### config.mk
export PLATFORM = sky130hd
export DESIGN_NAME = fifo_bank4
export DESIGN_NICKNAME = d
export VERILOG_FILES = /design/src/rtl/fifo_pkg.sv /design/src/rtl/fifo_sync.sv /design/src/rtl/fifo_bank4.sv
export SDC_FILE = /design/constraint.sdc
export NUM_CORES = 1
export LEC_CHECK = 0
export ABC_AREA = 1
export CELL_PAD_IN_SITES_DETAIL_PLACEMENT = 0
export CELL_PAD_IN_SITES_GLOBAL_PLACEMENT = 1
export CORE_ASPECT_RATIO = 0.5
export CORE_UTILIZATION = 30
export CTS_BUF_LIST = sky130_fd_sc_hd__clkbuf_4 sky130_fd_sc_hd__clkbuf_8
export CTS_CLUSTER_SIZE = 40
export DETAILED_ROUTE_END_ITERATION = 8
export GPL_TIMING_DRIVEN = 1
export MAX_ROUTING_LAYER = met4
export PLACE_DENSITY_LB_ADDON = 0.08
export SKIP_CTS_REPAIR_TIMING = 1
export SLEW_MARGIN = 25
export SYNTH_ARGS = -nofsm -noshare
export SYNTH_HDL_FRONTEND = slang
export SYNTH_SLANG_ARGS = --single-unit
### constraint.sdc
create_clock -name clk -period 2.95 [get_ports clk]
set_input_delay 0.59 -clock clk [delete_from_list [all_inputs] [get_ports clk]]
set_output_delay 0.59 -clock clk [all_outputs]
set_load 0.01 [all_outputs]
### src/rtl/fifo_pkg.sv
// Shared definitions for the four-way FIFO bank.
// Holds the default word width and depth, the number of FIFOs in the bank,
// and the address width that follows from the default depth.
package fifo_pkg;

  localparam int WORD_SIZE_DEF  = 12;
  localparam int DEPTH_DEF      = 8;
  localparam int NUM_FIFOS      = 4;
  localparam int ADDR_WIDTH_DEF = $clog2(DEPTH_DEF);

endpackage : fifo_pkg

### src/rtl/fifo_sync.sv
// One synchronous FIFO with registered read data and a sticky error flag.
// Ports:
//   clk, reset          - clock and synchronous active-high reset
//   push, data_in       - write strobe and write word
//   pop, data_out       - read strobe and registered read word (held between pops)
//   empty, almost_full,
//   full                - decoded from the count register only
//   error               - sticky; set on overflow or underflow, cleared by reset
module fifo_sync
  import fifo_pkg::*;
#(
  parameter int WORD_SIZE    = WORD_SIZE_DEF,
  parameter int DEPTH        = DEPTH_DEF,
  parameter int ADDR_WIDTH   = ADDR_WIDTH_DEF,
  parameter int AF_THRESHOLD = DEPTH_DEF - 2
) (
  input  logic                 clk,
  input  logic                 reset,
  input  logic                 push,
  input  logic [WORD_SIZE-1:0] data_in,
  input  logic                 pop,
  output logic [WORD_SIZE-1:0] data_out,
  output logic                 empty,
  output logic                 almost_full,
  output logic                 full,
  output logic                 error
);

  localparam logic [ADDR_WIDTH:0]   FULL_CNT = DEPTH[ADDR_WIDTH:0];
  localparam logic [ADDR_WIDTH:0]   AF_CNT   = AF_THRESHOLD[ADDR_WIDTH:0];
  localparam logic [ADDR_WIDTH:0]   CNT_ONE  = {{ADDR_WIDTH{1'b0}}, 1'b1};
  localparam logic [ADDR_WIDTH-1:0] PTR_ONE  = {{(ADDR_WIDTH-1){1'b0}}, 1'b1};

  logic [WORD_SIZE-1:0]  mem [DEPTH];
  logic [ADDR_WIDTH-1:0] wr_ptr_q, wr_ptr_d;
  logic [ADDR_WIDTH-1:0] rd_ptr_q, rd_ptr_d;
  logic [ADDR_WIDTH:0]   count_q, count_d;
  logic                  error_q, error_d;
  logic [WORD_SIZE-1:0]  data_out_q;
  logic                  push_ok, pop_ok;

  assign empty       = (count_q == '0);
  assign full        = (count_q == FULL_CNT);
  assign almost_full = (count_q >= AF_CNT);
  assign error       = error_q;
  assign data_out    = data_out_q;

  // A push into a full FIFO is accepted only when a pop frees the slot on the
  // same edge. A pop on an empty FIFO is never accepted, even alongside a push
  // (no fall-through), and is flagged as an underflow.
  assign push_ok = push && (!full || pop);
  assign pop_ok  = pop && !empty;

  always_comb begin
    wr_ptr_d = wr_ptr_q;
    rd_ptr_d = rd_ptr_q;
    count_d  = count_q;
    error_d  = error_q;
    if (push_ok) begin
      wr_ptr_d = wr_ptr_q + PTR_ONE;
    end
    if (pop_ok) begin
      rd_ptr_d = rd_ptr_q + PTR_ONE;
    end
    case ({push_ok, pop_ok})
      2'b10:   count_d = count_q + CNT_ONE;
      2'b01:   count_d = count_q - CNT_ONE;
      default: count_d = count_q;
    endcase
    if ((push && full && !pop) || (pop && empty)) begin
      error_d = 1'b1;
    end
  end

  always_ff @(posedge clk) begin
    if (reset) begin
      wr_ptr_q   <= '0;
      rd_ptr_q   <= '0;
      count_q    <= '0;
      error_q    <= 1'b0;
      data_out_q <= '0;
    end else begin
      wr_ptr_q <= wr_ptr_d;
      rd_ptr_q <= rd_ptr_d;
      count_q  <= count_d;
      error_q  <= error_d;
      if (pop_ok) begin
        data_out_q <= mem[rd_ptr_q];
      end
    end
  end

  // Storage is not cleared by reset; a push coinciding with reset is dropped.
  // When full with push and pop together, wr_ptr equals rd_ptr: the read above
  // sees the old word while this write replaces it.
  always_ff @(posedge clk) begin
    if (!reset && push_ok) begin
      mem[wr_ptr_q] <= data_in;
    end
  end

endmodule : fifo_sync

### src/rtl/fifo_bank4.sv
// Bank of four independent FIFOs fed by the arbiter.
// Ports:
//   clk, reset                 - clock and synchronous active-high reset
//   fifos_push, fifo_data_in   - per-FIFO write strobes and shared write word
//   fifos_pop                  - per-FIFO read strobes from the next stage
//   fifo_data_out0..3          - registered read data per FIFO
//   fifos_empty/almost_full/
//   fifos_full/fifos_error     - per-FIFO status, bit i belongs to FIFO i
module fifo_bank4
  import fifo_pkg::*;
#(
  parameter int WORD_SIZE    = WORD_SIZE_DEF,
  parameter int DEPTH        = DEPTH_DEF,
  parameter int ADDR_WIDTH   = ADDR_WIDTH_DEF,
  parameter int AF_THRESHOLD = DEPTH_DEF - 2
) (
  input  logic                 clk,
  input  logic                 reset,
  input  logic [3:0]           fifos_push,
  input  logic [WORD_SIZE-1:0] fifo_data_in,
  input  logic [3:0]           fifos_pop,
  output logic [WORD_SIZE-1:0] fifo_data_out0,
  output logic [WORD_SIZE-1:0] fifo_data_out1,
  output logic [WORD_SIZE-1:0] fifo_data_out2,
  output logic [WORD_SIZE-1:0] fifo_data_out3,
  output logic [3:0]           fifos_empty,
  output logic [3:0]           fifos_almost_full,
  output logic [3:0]           fifos_full,
  output logic [3:0]           fifos_error
);

  logic [WORD_SIZE-1:0] data_out_w [NUM_FIFOS];

  for (genvar gi = 0; gi < NUM_FIFOS; gi++) begin : g_fifo
    fifo_sync #(
      .WORD_SIZE   (WORD_SIZE),
      .DEPTH       (DEPTH),
      .ADDR_WIDTH  (ADDR_WIDTH),
      .AF_THRESHOLD(AF_THRESHOLD)
    ) u_fifo (
      .clk        (clk),
      .reset      (reset),
      .push       (fifos_push[gi]),
      .data_in    (fifo_data_in),
      .pop        (fifos_pop[gi]),
      .data_out   (data_out_w[gi]),
      .empty      (fifos_empty[gi]),
      .almost_full(fifos_almost_full[gi]),
      .full       (fifos_full[gi]),
      .error      (fifos_error[gi])
    );
  end

  assign fifo_data_out0 = data_out_w[0];
  assign fifo_data_out1 = data_out_w[1];
  assign fifo_data_out2 = data_out_w[2];
  assign fifo_data_out3 = data_out_w[3];

endmodule : fifo_bank4

==> results by group <==
CTS
  • Root Buffer: clkbuf_8
  • Sink Count: 476
  • TritonCTS buffer count: between 70 and 80
  • H-tree depth: 3
  • CTS tree: yes
  • Worst-path clk slew: about 0.060 ns
  • Worst-Skew Late Latency: 0.66 ns
  • Max Root-Sink Buffers: 3

Place
  • Global placement routability congestion: slightly below 0.8
  • Placed cell areas: 21,100 µm²
  • Hpwl dp: around 31 mm
  • Number of port buffers: between 80 and 90

Global routing
  • Largest net degree at the start of global routing: 61
  • Busiest grt layer: met2
  • Initial antenna violation count: 3
  • Vias in the first global route: between 10,000 and 15,000
  • GRT Util Overall: between 10% and 20%
  • Routing usage on met1: 23.0%
  • Met2 usage: 25.1%
  • First-pass GRT wire length: 79.6 mm
  • Grt ovf: 0
  • Met3 GRT Util: around 2.9%

Synth
  • Post-synth ARST share: 0%
  • Synth area leader: edfxtp_1
  • Top cell type's share of synthesized area: approximately three fifths
  • Ys Warns: 0
  • Syn_area_per_cell: ~12 µm²
  • Post-synth cell types: 37
  • Top cells by area, synth: edfxtp_1 (60%), dfxtp_1 (9.5%), o21ai_0 (6.7%)
  • FF+latch count, synth: about 480
  • Post-Syn Area: just under 20,000 µm²
  • Synth Flop Type: edfxtp_1
  • EDFF count, synth: approximately 380
  • Seq/Total Area, Yosys: 69.2%
  • Gate Count Post-Synth: 1,637
  • Net Count, Synth: approximately 1,700

Detailed routing
  • Antenna Nets Post-Route: 0
  • DRT Wirelength: approximately 52 mm
  • Pre-Repair DR Iteration Count: 7
  • Via density: 4.81
  • Drt drc: 0
  • Drt wl/cell: 19.7 µm
  • Initial DRC count: around 840
  • Vias: between 10,000 and 15,000

Min path
  • Min-delay src: g_fifo[3].u_fifo.data_out[5]
  • Worst hold path type: reg2reg
  • Worst hold endpoint: g_fifo[3].u_fifo.data_out[5]
  • Hold-critical path depth: 2

Job
  • Max_cap viols: 0

Setup path
  • Crit Reg-Reg Startpoint: g_fifo[0].u_fifo.count_q[1]
  • Worst-case reg-to-reg path depth: 13
  • Capture point of the worst reg-to-reg path: g_fifo[0].u_fifo.count_q[3]
  • CP required: approximately 2.4 ns
  • CP startpoint kind: flip-flop
  • WP data arrival: 2.10 ns
  • R2R Setup Slk: roughly 0.75 ns
  • Crit Path Category: reg2out
  • Crit path max fanout: 5
  • CP Capture Type: output pin

Timing
  • Number of hold violations in the final report: 0
  • Setup Viol. Count Final: 0
  • Final Slew Violations: 0
  • Worst Max-Slew Pin Slew: roughly 0.83 ns
  • Final Skew: 0.0351 ns
  • Highest clock rate: about 370 MHz
  • Fin Setup TNS: 0 ns
  • Final Critical Period: 2.69 ns
  • Hold Slack: around 0.46 ns
  • RSZ-0062 raised after global routing: false
  • Slew margin rel.: approximately 44%
  • Fin crit share: a little over 90%

Cells and area
  • P&R area growth vs syn: 17.1%
  • # nets final: 1,802
  • Core Util, Final: 35.7%
  • Layout cells sized above 1: about an eighth
  • Design Area, Final: 22,600 µm²

Floorplanning
  • Die footprint: 65,500 µm²
  • Initial core utilization: between 30% and 40%
  • IO Pins: 86
  • Core Rows: 65
  • Die Y: ~180 µm
  • Die X: approximately 360 µm
  • Core ar.: between 60,000 and 70,000 µm²

Pwr
  • Peak VDD IR: 0.310 mV
  • PwrDens: 849 nW/µm²
  • Total Power: around 19 mW
  • Leak: roughly 7.7 nW

Run status
  • Status: finished clean
## per-layer routing
layer / up-vias / share of wire, % / wire length [µm]
li1: 6118 / - / -
met1: 6337 / 49 / 25500
met2: 245 / 45 / 23700
met3: 82 / 4.2 / 2190
met4: 0 / 1.9 / 986
met5: - / 0 / 0
## synthesized netlist by cell type (5+ instances only)
library cell  count
edfxtp_1        384
nor2_1          311
o21ai_0         259
nand2_1         118
dfxtp_1          92
a21oi_1          84
o211ai_1         83
inv_1            57
buf_4            29
clkbuf_1         28
buf_2            27
nand3_1          21
ha_1             17
inv_2            17
o22ai_1          15
buf_6            13
nor3_1           13
o221ai_1         12
nand2_2           7
nand4_1           6
o21ai_1           5
## where the power goes
| part | total (mW) | leakage [nW] | switching (mW) | internal [mW] |
|---|---|---|---|---|
| sequential | 8.10 | 4.22 | 0.348 | 7.75 |
| combinational | 5.40 | 2.64 | 3.49 | 1.91 |
| clock | 5.70 | 0.797 | 2.68 | 3.03 |
| total | 19.2 | 7.66 | 6.52 | 12.7 |
## worst max-delay path by stage
stage | slack, ns | cells past startpoint | startpoint | endpoint
2_1_floorplan | 0.59 | 5 | reset | g_fifo[0].u_fifo.mem[0][0]
3_3_place_gp | 0.27 | 14 | fifos_pop[0] | g_fifo[0].u_fifo.count_q[3]
3_5_place_dp | 0.35 | 14 | fifos_pop[0] | g_fifo[0].u_fifo.count_q[3]
4_1_cts | 0.18 | 3 | g_fifo[1].u_fifo.count_q[1] | fifos_almost_full[1]
5_1_grt | 0.16 | 3 | g_fifo[1].u_fifo.count_q[1] | fifos_almost_full[1]
6_report | 0.26 | 3 | g_fifo[1].u_fifo.count_q[1] | fifos_almost_full[1]
## per-stage QoR
stage	std cells	worst slack, ns
3_3_place_gp	2521	0.273
2_1_floorplan	1637	0.587
6_report	2657	0.261
5_1_grt	2657	0.159
4_1_cts	2656	0.176
3_5_place_dp	2521	0.348
## state kept, by name, indices dropped and copies added, names as in the netlist
name,cells
g_fifo.u_fifo.mem,384
g_fifo.u_fifo.rd_ptr_q,12
g_fifo.u_fifo.count_q,16
g_fifo.u_fifo.wr_ptr_q,12
g_fifo.u_fifo.data_out,48
g_fifo.u_fifo.error,4
## cell type report
class,instances,area [µm²]
Sequential cell,476,13400
Antenna cell,1,2.50
Fill cell,6240,40700
Multi-Input combinational cell,977,5010
Tap cell,837,1050
Clock buffer,111,1350
Inverter,78,298
Clock inverter,24,150
Timing Repair Buffer,153,1380
## cells in the final DEF, fill, tap and decap left out, types with 3 or more instances in the layout
cell type / n
a21oi_1: 84
a21oi_2: 3
buf_4: 66
clkbuf_4: 29
clkbuf_8: 82
clkdlybuf4s50_1: 84
clkinv_1: 14
clkinv_2: 7
dfxtp_1: 92
edfxtp_1: 384
ha_1: 17
inv_1: 56
inv_2: 17
nand2_1: 118
nand2_2: 7
nand3_1: 21
nand4_1: 6
nor2_1: 311
nor2_8: 4
nor3_1: 6
nor3_2: 7
nor4_4: 4
o211ai_1: 83
o21ai_0: 259
o21ai_1: 5
o221ai_1: 12
o22ai_1: 15
xnor2_1: 4
xor2_1: 3
## logic make-up (layout without fill, tap and decap cells)
kind of cell	Yosys count	in the layout	synth area share (%)
AND/OR/NAND/NOR	489	489	10.7
flip-flops	476	476	69.2
AO/OA/AOI/OAI	463	463	13.5
buffers and inverters	184	366	4.99
adder cells (fa/ha/maj)	18	18	1.20
XOR/XNOR	7	7	0.317
other	0	1	0
## worst max-delay path: stages (launching register included)
cell,delay [ns]
dfxtp_1,0.45
inv_1,0.12
o21ai_0,0.29
clkdlybuf4s50_1,0.60
Power figures use the tool's default switching activity.
